### src/rtl/tdc_readout_arbiter.sv
// Round-robin arbiter sharing one show-ahead timestamp FIFO between
// TDC channels; entries are tagged with the granted channel index.
module tdc_readout_arbiter #(
  parameter int NCHAN  = 4,
  parameter int DATA_W = 24,
  parameter int DEPTH  = 8,
  localparam int IDX_W = (NCHAN > 1) ? $clog2(NCHAN) : 1,
  localparam int CNT_W = $clog2(DEPTH) + 1,
  localparam int PTR_W = $clog2(DEPTH),
  localparam int ENT_W = IDX_W + DATA_W
) (
  input  logic                    wb_clk_i,
  input  logic                    wb_rst_i,
  input  logic                    enable_i,
  input  logic                    flush_i,
  input  logic [NCHAN-1:0]        ch_valid_i,
  input  logic [NCHAN*DATA_W-1:0] ch_data_i,
  output logic [NCHAN-1:0]        ch_ready_o,
  input  logic                    rd_en_i,
  output logic [ENT_W-1:0]        rd_data_o,
  output logic                    rd_empty_o,
  output logic [CNT_W-1:0]        level_o,
  output logic [7:0]              drop_cnt_o,
  input  logic                    clr_drop_i
);

  logic [ENT_W-1:0] mem [DEPTH];
  logic [PTR_W-1:0] wr_ptr;
  logic [PTR_W-1:0] rd_ptr;
  logic [CNT_W-1:0] level;
  logic [IDX_W-1:0] rr_ptr;
  logic [IDX_W-1:0] grant;
  logic [IDX_W-1:0] rr_next;
  logic [ENT_W-1:0] wr_entry;
  logic [7:0]       drop_cnt;
  logic             full;
  logic             empty;
  logic             any_valid;
  logic             push;
  logic             pop;
  logic             drop_ev;
  int               idx;

  assign full      = (level == CNT_W'(DEPTH));
  assign empty     = (level == '0);
  assign any_valid = |ch_valid_i;

  // Rotating search starting at rr_ptr
  always_comb begin
    grant = '0;
    idx   = 0;
    for (int i = NCHAN - 1; i >= 0; i--) begin
      idx = int'(rr_ptr) + i;
      if (idx >= NCHAN) idx = idx - NCHAN;
      if (ch_valid_i[IDX_W'(idx)]) grant = IDX_W'(idx);
    end
  end

  // Reset gates ready so it drops without waiting for an edge
  assign push = enable_i & ~full & ~flush_i & any_valid & ~wb_rst_i;
  assign pop  = rd_en_i & ~empty & ~flush_i;

  assign drop_ev = enable_i & full & ~flush_i & any_valid;

  assign ch_ready_o = push ? (NCHAN'(1) << grant) : '0;

  assign wr_entry = {grant, ch_data_i[int'(grant)*DATA_W +: DATA_W]};

  assign rr_next = (grant == IDX_W'(NCHAN - 1)) ? '0
                 : grant + IDX_W'(1);

  always_ff @(posedge wb_clk_i) begin
    if (push) mem[wr_ptr] <= wr_entry;
  end

  always_ff @(posedge wb_clk_i or posedge wb_rst_i) begin
    if (wb_rst_i) begin
      wr_ptr <= '0;
      rd_ptr <= '0;
      level  <= '0;
    end else if (flush_i) begin
      wr_ptr <= '0;
      rd_ptr <= '0;
      level  <= '0;
    end else begin
      if (push) wr_ptr <= wr_ptr + PTR_W'(1);
      if (pop)  rd_ptr <= rd_ptr + PTR_W'(1);
      level <= level + CNT_W'(push) - CNT_W'(pop);
    end
  end

  always_ff @(posedge wb_clk_i or posedge wb_rst_i) begin
    if (wb_rst_i) begin
      rr_ptr <= '0;
    end else if (push) begin
      rr_ptr <= rr_next;
    end
  end

  always_ff @(posedge wb_clk_i or posedge wb_rst_i) begin
    if (wb_rst_i) begin
      drop_cnt <= '0;
    end else if (clr_drop_i) begin
      drop_cnt <= '0;
    end else if (drop_ev && drop_cnt != 8'hFF) begin
      drop_cnt <= drop_cnt + 8'd1;
    end
  end

  assign rd_data_o  = empty ? '0 : mem[rd_ptr];
  assign rd_empty_o = empty;
  assign level_o    = level;
  assign drop_cnt_o = drop_cnt;

endmodule
### config.mk
export PLATFORM = sky130hd
export DESIGN_NAME = tdc_readout_arbiter
export DESIGN_NICKNAME = d
export VERILOG_FILES = /design/src/rtl/tdc_readout_arbiter.sv
export SDC_FILE = /design/constraint.sdc
export NUM_CORES = 1
export LEC_CHECK = 0
export CAP_MARGIN = 10
export CORE_MARGIN = 5
export CORE_UTILIZATION = 45
export CTS_BUF_LIST = sky130_fd_sc_hd__clkbuf_16
export CTS_CLUSTER_DIAMETER = 150
export CTS_CLUSTER_SIZE = 16
export DETAILED_ROUTE_END_ITERATION = 8
export PLACE_DENSITY = 0.68
export SLEW_MARGIN = 10
export SYNTH_ARGS = -nofsm -noshare
export SYNTH_HDL_FRONTEND = slang
export SYNTH_SLANG_ARGS = --single-unit
### constraint.sdc
create_clock -name wb_clk_i -period 10.1 [get_ports wb_clk_i]
set_input_delay 2.525 -clock wb_clk_i [delete_from_list [all_inputs] [get_ports wb_clk_i]]
set_output_delay 2.525 -clock wb_clk_i [all_outputs]
set_load 0.01 [all_outputs]
==> After elaboration in Yosys (flattened, before gate mapping) <==
Memory sizes are Yosys's and may differ from the RTL's.
Index checks and enable logic that the tools add are counted.
{ "op_classes": {"magnitude_cmp": 8, "eq_ne": 3, "n_shift": 2, "bitwise_logic": 13, "multipliers": 1, "muxes": 32, "n_reduce_logical": 6, "add_sub_neg": 13} }
{ "op_table": {"columns": ["cell", "count"], "rows": [
  ["96-bit by 8-bit indexed part select with 24-bit output", 1],
  ["26-bit 2-to-1 mux", 1],
  ["2-bit 2-to-1 mux", 9],
  ["2-bit by 4-bit less-than comparator with 1-bit output (second input constant)", 4],
  ["8-bit 2-to-1 mux", 2],
  ["3-bit 2-to-1 mux", 4],
  ["1-bit 2-to-1 mux", 10],
  ["1-bit bitwise AND", 9],
  ["3-bit >= comparator (second input constant)", 3],
  ["8-bit by 1-bit adder with 8-bit output (second input constant)", 1],
  ["1-bit binary-select mux with 2-bit select", 4],
  ["4-bit 2-to-1 mux", 2],
  ["8-bit inequality test (second input constant)", 1],
  ["2-bit by 1-bit subtractor with 2-bit output (second input constant)", 4],
  ["2-bit by 2-bit adder with 3-bit output (second input constant)", 2],
  ["3-bit by 1-bit adder with 3-bit output (second input constant)", 2],
  ["2-bit nonzero test", 3],
  ["4-bit by 1-bit adder with 4-bit output", 1],
  ["4-bit equality test (second input constant)", 1],
  ["4-bit zero test", 1],
  ["2-bit by 2-bit multiplier with 4-bit output (second input constant)", 1],
  ["1-bit inverter", 4],
  ["4-bit OR reduction", 1],
  ["1-bit by 2-bit left shift with 4-bit output (first input constant)", 1],
  ["6 further kinds", 6]
]} }
{ "word_totals": {"inputBits": 106, "mem_count": 1, "ram_bits": 208, "output_inout_bits": 43, "regBits": 20} }
{ "memory_table": {"columns": ["name", "words", "word_bits", "read_ports", "rd_ports_with_merged_regs", "wr", "line_no", "rtl"], "rows": [
  ["mem", 8, 26, 1, 0, 1, "27", "logic [ENT_W-1:0] mem [DEPTH];"]
]} }

==> Longest topological paths before layout <==
{ "logic_depth": {"ltp_word": 12, "mapped_depth": 12, "mapped_depth_nobuf": 12} }

==> Least setup slack after synthesis <==
OpenSTA, ideal clock, no wires.
{ "synth_path": {"kind": "input to output", "start": "in ch_valid_i[2]", "end": "out ch_ready_o[0]", "cell_stages": 8, "slack_ps": 3878, "required_ps": 7575, "arrival_time_ps": 3697, "path_cell_list": "mux2i_1 > nor2_1 > nor3_1 > buf_4 > buf_4 > inv_1 > ha_1 > and2_1"} }
{ "synth_between": {"elab_chain_cells": 9} }
{ "synth_lines": {"columns": ["item", "line_no", "rtl"], "rows": [
  ["start, declared", "16", "input logic [NCHAN-1:0] ch_valid_i,"],
  ["1-bit binary-select mux with 2-bit select", "55", "if (ch_valid_i[IDX_W'(idx)]) grant = IDX_W'(idx);"],
  ["1-bit 2-to-1 mux (implied by the code) (2 in series)", "55", null],
  ["2-bit 2-to-1 mux (3 in series)", "55", null],
  ["2-bit 2-to-1 mux *", "55", null],
  ["net grant[0]", "32", "logic [IDX_W-1:0] grant;"],
  ["1-bit by 2-bit left shift with 4-bit output *", "65", "assign ch_ready_o = push ? (NCHAN'(1) << grant) : '0;"],
  ["4-bit 2-to-1 mux *", "65", null],
  ["end, declared", "18", "output logic [NCHAN-1:0] ch_ready_o,"]
]} }
Mark *: on every way through the listed nets, which the timed path passes. The rest lies on a longest branch. The select of a mux whose other input is x is not followed.

==> Worst setup path in the final report <==
{ "layout_path": {"start": "in ch_valid_i[2]", "end": "out ch_ready_o[2]"} }
{ "layout_between": {"elab_chain_cells": 9} }
{ "layout_lines": {"columns": ["item", "line_no"], "rows": [
  ["1-bit binary-select mux with 2-bit select", "55"],
  ["1-bit 2-to-1 mux (implied by the code) (2 in series)", "55"],
  ["2-bit 2-to-1 mux (4 in series)", "55"],
  ["1-bit by 2-bit left shift with 4-bit output", "65"],
  ["4-bit 2-to-1 mux *", "65"]
]} }
Mark *: on every way between the ends. The rest lies on a longest branch, timed or not. The select of a mux whose other input is x is not followed.

==> results.md <==
* Status: finished clean
* Post-DRT Antenna Nets at 0
* Most frequent CP cell: clkdlybuf4s50_1
* Placed cells at 960
* Worst-path fanout max at 36
* Seq/Total Area, Yosys at between 60 and 70%
* Worst setup SP type: input port
* Synth Area per Inst at 18.12 um^2
* Syn Nets at between 600 and 700
* Compound-Gate Fraction of Synth Area at 0.9133%
* Minimum clock period at roughly 7500 ps
* Post-synth EDFFs at ~210
* Adder-Cell Fraction of Synth Area at 1.827%
* Synth Area in XOR/XNOR at 0.7882%
* First-pass iteration count of the detailed router at 4
* Required @ worst endpoint at ~7600 ps
* Final HPWL DP at 12630 um
* Max Cap Violations at 0
* Fin nets at roughly 800
* Layout area overhead at 23.38%
* Main synth FF type: edfxtp_1
* Cell Pwr Density at 221.4 nW/um^2
* Fraction of synthesized area in multiplexers at between 20% and 30%
* Fin crit share at 73.84%
* Peak VDD IR at 105.6 uV
* Leak at just over 4 nW
* Fill cells at 1698
* Reg clk slew, reported paths at 70 ps
* Clock latency on the worst-skew pair at 480 ps
* Main combinational cell family by area after synthesis: multiplexers
* Final Hold Fails at 0
* Max H-tree Level at 1
* Async SR Flop Fraction at under 10%
* Post-CTS Setup Bufs at 0
* Clk buf depth at 3
* Drt wl/cell at roughly 21 um
* Clk sink count at 228
* Via count at between 5000 and 6000
* Slew @ Worst Pin at 1021 ps
* Num CTS Buffers at 18
* Post-DR vias/cell at about 5.4
* Most area-hungry cell type in the Yosys netlist: edfxtp_1
* Die Wd at 159.1 um
* Core area at roughly 22000 um^2
* Cell with the most instances after synthesis: edfxtp_1
* Setup violators final at 0
* Largest net degree at the start of global routing at 55
* Synth area leaders: edfxtp_1 (62%), mux4_2 (12%), mux2i_1 (10%)
* TNS Setup at 0 ps
* I/O Buffers at between 100 and 150
* Worst setup margin at around 2600 ps
* Simple-Gate Fraction of Synth Area at between 4 and 5%
* F_max at approximately 0.13 GHz
* Crit path max-delay family: buffers and inverters
* Cell variety after synth at 39
* Die span in y at 159.1 um
* Clk root buf: clkbuf_16
* Std cell rows at 54
* Die area at around 25000 um^2
* Final Skew at 15.67 ps
* Buf+Inv Stages, Crit Path at 4
* Top-area cell type share of the netlist area at 62.45%
* GRT overflow at 0
* Worst rel slew slack at about a third
* WS Path Type: input port to output pin
* Slowest-stage cell, CP: buf_4
* Util after Layout at between 50% and 60%
* Number of synthesized register bits at between 200 and 250
* DP Worst Slack at between 2000 and 3000 ps
* Initial drt markers at between 300 and 400
* GPL Wtd Cong at around 0.76
* Type of destination of the critical path: output pin
* CP peak stage delay at roughly 530 ps
* Hold_buf cts at 0
* I/O pins at 149
* CTS tree: built
* Antenna Cells at 0
* GRT Total Usage at roughly 16%
* Worst Hold Class: register to register
* Post-synth top cells: edfxtp_1 (208), mux2i_1 (102), mux4_2 (52), nor2_1 (48), dfrtp_1 (20)
* DRC violations left at 0
* Non-Filler Instances at ~1000
* Critical-path cell list: clkdlybuf4s50_1, mux2i_1, nor2_1, nor3_2, buf_4, inv_1, ha_1, and2_1, clkdlybuf4s50_1
* Worst endpoint data arrival time at approximately 4900 ps
* Final Max Tran Viols at 0
* Total routed wirelength at roughly 21000 um
* Ys Warns at 0
* Share of layout cells above drive strength 1 at between 10% and 20%
* Vias in the first global route at approximately 6000
* Post-CTS Resized at 0
* Pwr Total at roughly 0.0027 W
* Global-route wire length before repair at approximately 33000 um
* Initial antenna violation count at 0
* Starting Density at 45.83%
* Unrepaired setup endpoints after global routing: false
* Post-Synthesis Cells at roughly 550
* Netlist Area Pre-Place at 10000 um^2
-- final timing paths --
path                               start            end  slack (ps)  cells after the start
min in group asynchronous       wb_rst_i      rr_ptr[0]        2580                      2
setup reg to reg               rr_ptr[1]     mem[2][17]        6990                      6
hold / removal                 rr_ptr[0]      rr_ptr[0]         530                      2
hold reg to reg                rr_ptr[0]      rr_ptr[0]         530                      2
setup / recovery           ch_valid_i[2]  ch_ready_o[2]        2640                      9
max in group asynchronous       wb_rst_i      rd_ptr[0]        6940                      2
-- sequential cells by signal, indices dropped and copies added (netlist names) --
signal,flops
rr_ptr,2
rd_ptr,3
level_o,4
wr_ptr,3
mem,208
drop_cnt_o,8
-- cell usage in the layout (no fill, tap or decap), drive strengths merged, types with 2 or more instances in the layout --
cell type      netlist  layout
and2                 4       4
mux2i              102     102
a21oi                7       7
xnor2                6       6
xor2                 3       3
nor4                 3       3
ha                  13      13
nand2               14      14
buf                 23       9
clkbuf               5      19
clkdlybuf4s50        0     148
mux4                52      52
nand3                2       2
dfrtp               20      20
nor2b                2       2
nand3b               3       3
o21ai                2       2
inv                 11      17
edfxtp             208     208
nor2                48      48
nor3b                4       4
nand2b               5       5
nor3                 6       6
-- worst register-to-register path, cell delays in order, from the launching register on --
cell       delay [ps]
dfrtp_1           470
nand2_1           120
nand3b_1          120
a2bb2oi_4         620
buf_4             660
mux2i_1           240
mux2i_1           580
-- logic make-up (layout without fill, tap and decap cells) --
logic type                 count (synthesis)  after routing
AOI/OAI and AO/OA                         14             14
xor gates and xnor gates                   9              9
adders and majority gates                 14             14
buffers and inverters                     39            194
DFF                                      228            228
muxes                                    154            154
and+or+nand+nor                           94             94
-- layout make-up --
class                   count  area, um^2  share of cell area (%)
repair buffers            157        1569                   12.72
clock buffers              19       475.5                   3.853
clock inverters             7       38.79                  0.3143
flip-flops and latches    228        6753                   54.73
well taps                 280       350.3                   2.839
multi-input cells         285        3112                   25.22
inverters                  11       41.29                  0.3346
-- layer usage --
layer  up-vias  wire, um  track usage [%]
met3        19      1005            2.770
li1       2463         -                -
met4         0       239            2.714
met2       140     11050            29.60
met5         -         0                0
met1      2714      8322            20.15
-- stage by stage --
step,hold slack [ps],instance area [um^2]
2_1_floorplan,468.9,10000
3_3_place_gp,511.1,11800
3_5_place_dp,513.8,11800
4_1_cts,530.0,12310
5_1_grt,540.8,12340
6_report,530.3,12340
-- power breakdown --
part,switching [W],internal (W)
logic,0.000452,0.000445
registers,0.0000355,0.00117
clock network,0.000295,0.000338
Power figures use the tool's default switching activity.
==> patch (same settings) <==
The parameter `DEPTH` goes from 8 to 32.
--- a/src/rtl/tdc_readout_arbiter.sv
+++ b/src/rtl/tdc_readout_arbiter.sv
@@ -5,3 +5,3 @@
   parameter int DATA_W = 24,
-  parameter int DEPTH  = 8,
+  parameter int DEPTH  = 32,
   localparam int IDX_W = (NCHAN > 1) ? $clog2(NCHAN) : 1,
Interface: changed (resized level_o); port bits go from 149 to 151. The function was not compared with the original's and may differ.
==> patch against the original RTL <==
Worst setup slack worse by 0.45 ns. Worst hold slack got worse by 0.0062 ns. Maximum frequency down 5.7%. Largest cell class unchanged. Sequential cell count rose by 630. Die area increased to 3.2 times the old value. Wire length rose to 4.2 times the old value. Power rose to 3.2 times the old value. Synthesized area increased to 3.4 times the old value. Final area grew to 3.1 times the old value. Largest power group unchanged. Register-to-register slack lost 0.61 ns. Synthesized cell count grew to 3.0 times the old value. Sequential share of layout area grew 12 points.
==> patch: results (changes against the original RTL) <==
fraction of the yosys area taken by sequential cells 75.4% (was 67.5%); HPWL Detailed 47.9 mm (was 12.6 mm); quantity of I/O buffers inserted on ports 150 (was 148); top post-synthesis cells by area sky130_fd_sc_hd__edfxtp_1 73%, sky130_fd_sc_hd__mux4_2 10%, sky130_fd_sc_hd__mux2i_1 5.2%, sky130_fd_sc_hd__dfrtp_1 1.9%, sky130_fd_sc_hd__a211oi_1 0.71% (was sky130_fd_sc_hd__edfxtp_1 62%, sky130_fd_sc_hd__mux4_2 12%, sky130_fd_sc_hd__mux2i_1 10%, sky130_fd_sc_hd__dfrtp_1 5.0%, sky130_fd_sc_hd__nor2_1 1.8%); global-route wire length before repair 124 mm (was 32.5 mm); minimum setup slack after placement 2.19 ns (was 2.61 ns); via/cell ratio 6.25 (was 5.41); Compound-Gate Fraction of Synth Area 4.35% (was 0.913%); standard cell area after detailed placement 37100 um^2 (was 11800 um^2); unique cell type count in the Yosys netlist 49 (was 39); number of enable-type register cells in the synthesized netlist 832 (was 208); aggregate global-route resource usage 20.9% (was 16.0%); syn nets 1790 (was 672); Clock Skew 0.0202 ns (was 0.0157 ns); DRC violation total after the first TritonRoute iteration 2078 (was 343); proportion of synthesized area in mux cells 15.6% (was 21.9%); hold_ws 0.524 ns (was 0.530 ns); total clock buffers created by CTS 59 (was 18); leak pwr 12.0 nW (was 4.11 nW); top cell types by occurrence after synthesis 832 x sky130_fd_sc_hd__edfxtp_1, 178 x sky130_fd_sc_hd__mux2i_1, 156 x sky130_fd_sc_hd__mux4_2 (was 208 x sky130_fd_sc_hd__edfxtp_1, 102 x sky130_fd_sc_hd__mux2i_1, 52 x sky130_fd_sc_hd__mux4_2); vias in the first global route 18100 (was 5870); adder-cell share of the synthesized area 0.758% (was 1.83%); worst r2r path cells 8 (was 6); Peak VDD IR 194 uV (was 106 uV); DRT Wirelength 86.1 mm (was 20.6 mm); gp weighted congestion 0.835 (was 0.762); run status finished clean (unchanged); worst setup slack for register-to-register paths 6.38 ns (was 6.99 ns); fraction of registers with async set or reset after synthesis 3.03% (was 8.77%); worst reg2reg endpoint mem[19][24] (was mem[2][17]); number of flip-flops under the largest register name 832 (was 208); worst skew pair latency 0.63 ns (was 0.48 ns); layout net count 1963 (was 821); xor/xnor share of the synthesized area 0.438% (was 0.788%); iteration count of the initial detailed-routing pass 5 (was 4)
## patch: metal layers
metal | up-vias | wire length [um] | GRT usage, %
li1 | 7265 | - | -
met1 | 9291 | 34700 | 29.9
met2 | 1016 | 39800 | 32.7
met3 | 119 | 9440 | 5.44
met4 | 4 | 2160 | 4.97
met5 | - | 23 | 0
## patch: report_power, final
group / switching (mW) / internal (mW)
registers: 0.0816 / 4.35
logic: 1.30 / 0.908
clock network: 1.12 / 1.06
## patch: worst max-delay path by stage
stage / start / to / slack (ns) / cells past startpoint
global route: ch_valid_i[0] / ch_ready_o[1] / 2.01 / 8
floorplan: ch_valid_i[2] / ch_ready_o[0] / 3.47 / 8
detailed placement: ch_valid_i[0] / ch_ready_o[0] / 2.19 / 8
global placement: ch_valid_i[0] / ch_ready_o[1] / 2.30 / 8
finish: ch_valid_i[0] / ch_ready_o[1] / 2.19 / 8
CTS: ch_valid_i[0] / ch_ready_o[1] / 2.18 / 8
## patch: cells by family (layout without fill, tap and decap cells)
kind of cell / after synthesis / after routing
simple gates: 119 / 119
xor+xnor: 17 / 17
flops: 858 / 858
compound gates: 200 / 200
buf+inv: 116 / 315
mux: 334 / 334
fa+ha+maj: 20 / 20
other cells: 0 / 1
## patch: critical path, stage by stage
cell,delay (ns)
sky130_fd_sc_hd__clkdlybuf4s50_1,0.54
sky130_fd_sc_hd__a21oi_1,0.17
sky130_fd_sc_hd__o21ai_0,0.11
sky130_fd_sc_hd__o2bb2a_4,1.00
sky130_fd_sc_hd__inv_1,0.18
sky130_fd_sc_hd__ha_1,0.24
sky130_fd_sc_hd__and2_1,0.13
sky130_fd_sc_hd__clkdlybuf4s50_1,0.48
## patch: per-stage QoR
stage               cells  util, %
detailed placement   2745     49.6
global route         2832     51.8
CTS                  2832     51.8
finish               2833     51.8
global placement     2745     49.6
floorplan            1664        -
## patch: layout make-up
type	instances	share of cell area [%]
clock inverters	27	0.320
repair buffers	212	5.11
clock buffers	60	3.88
multi-input cells	690	21.1
well taps	969	3.13
inverters	16	0.155
flip-flops and latches	858	66.3
diodes	1	0.00646
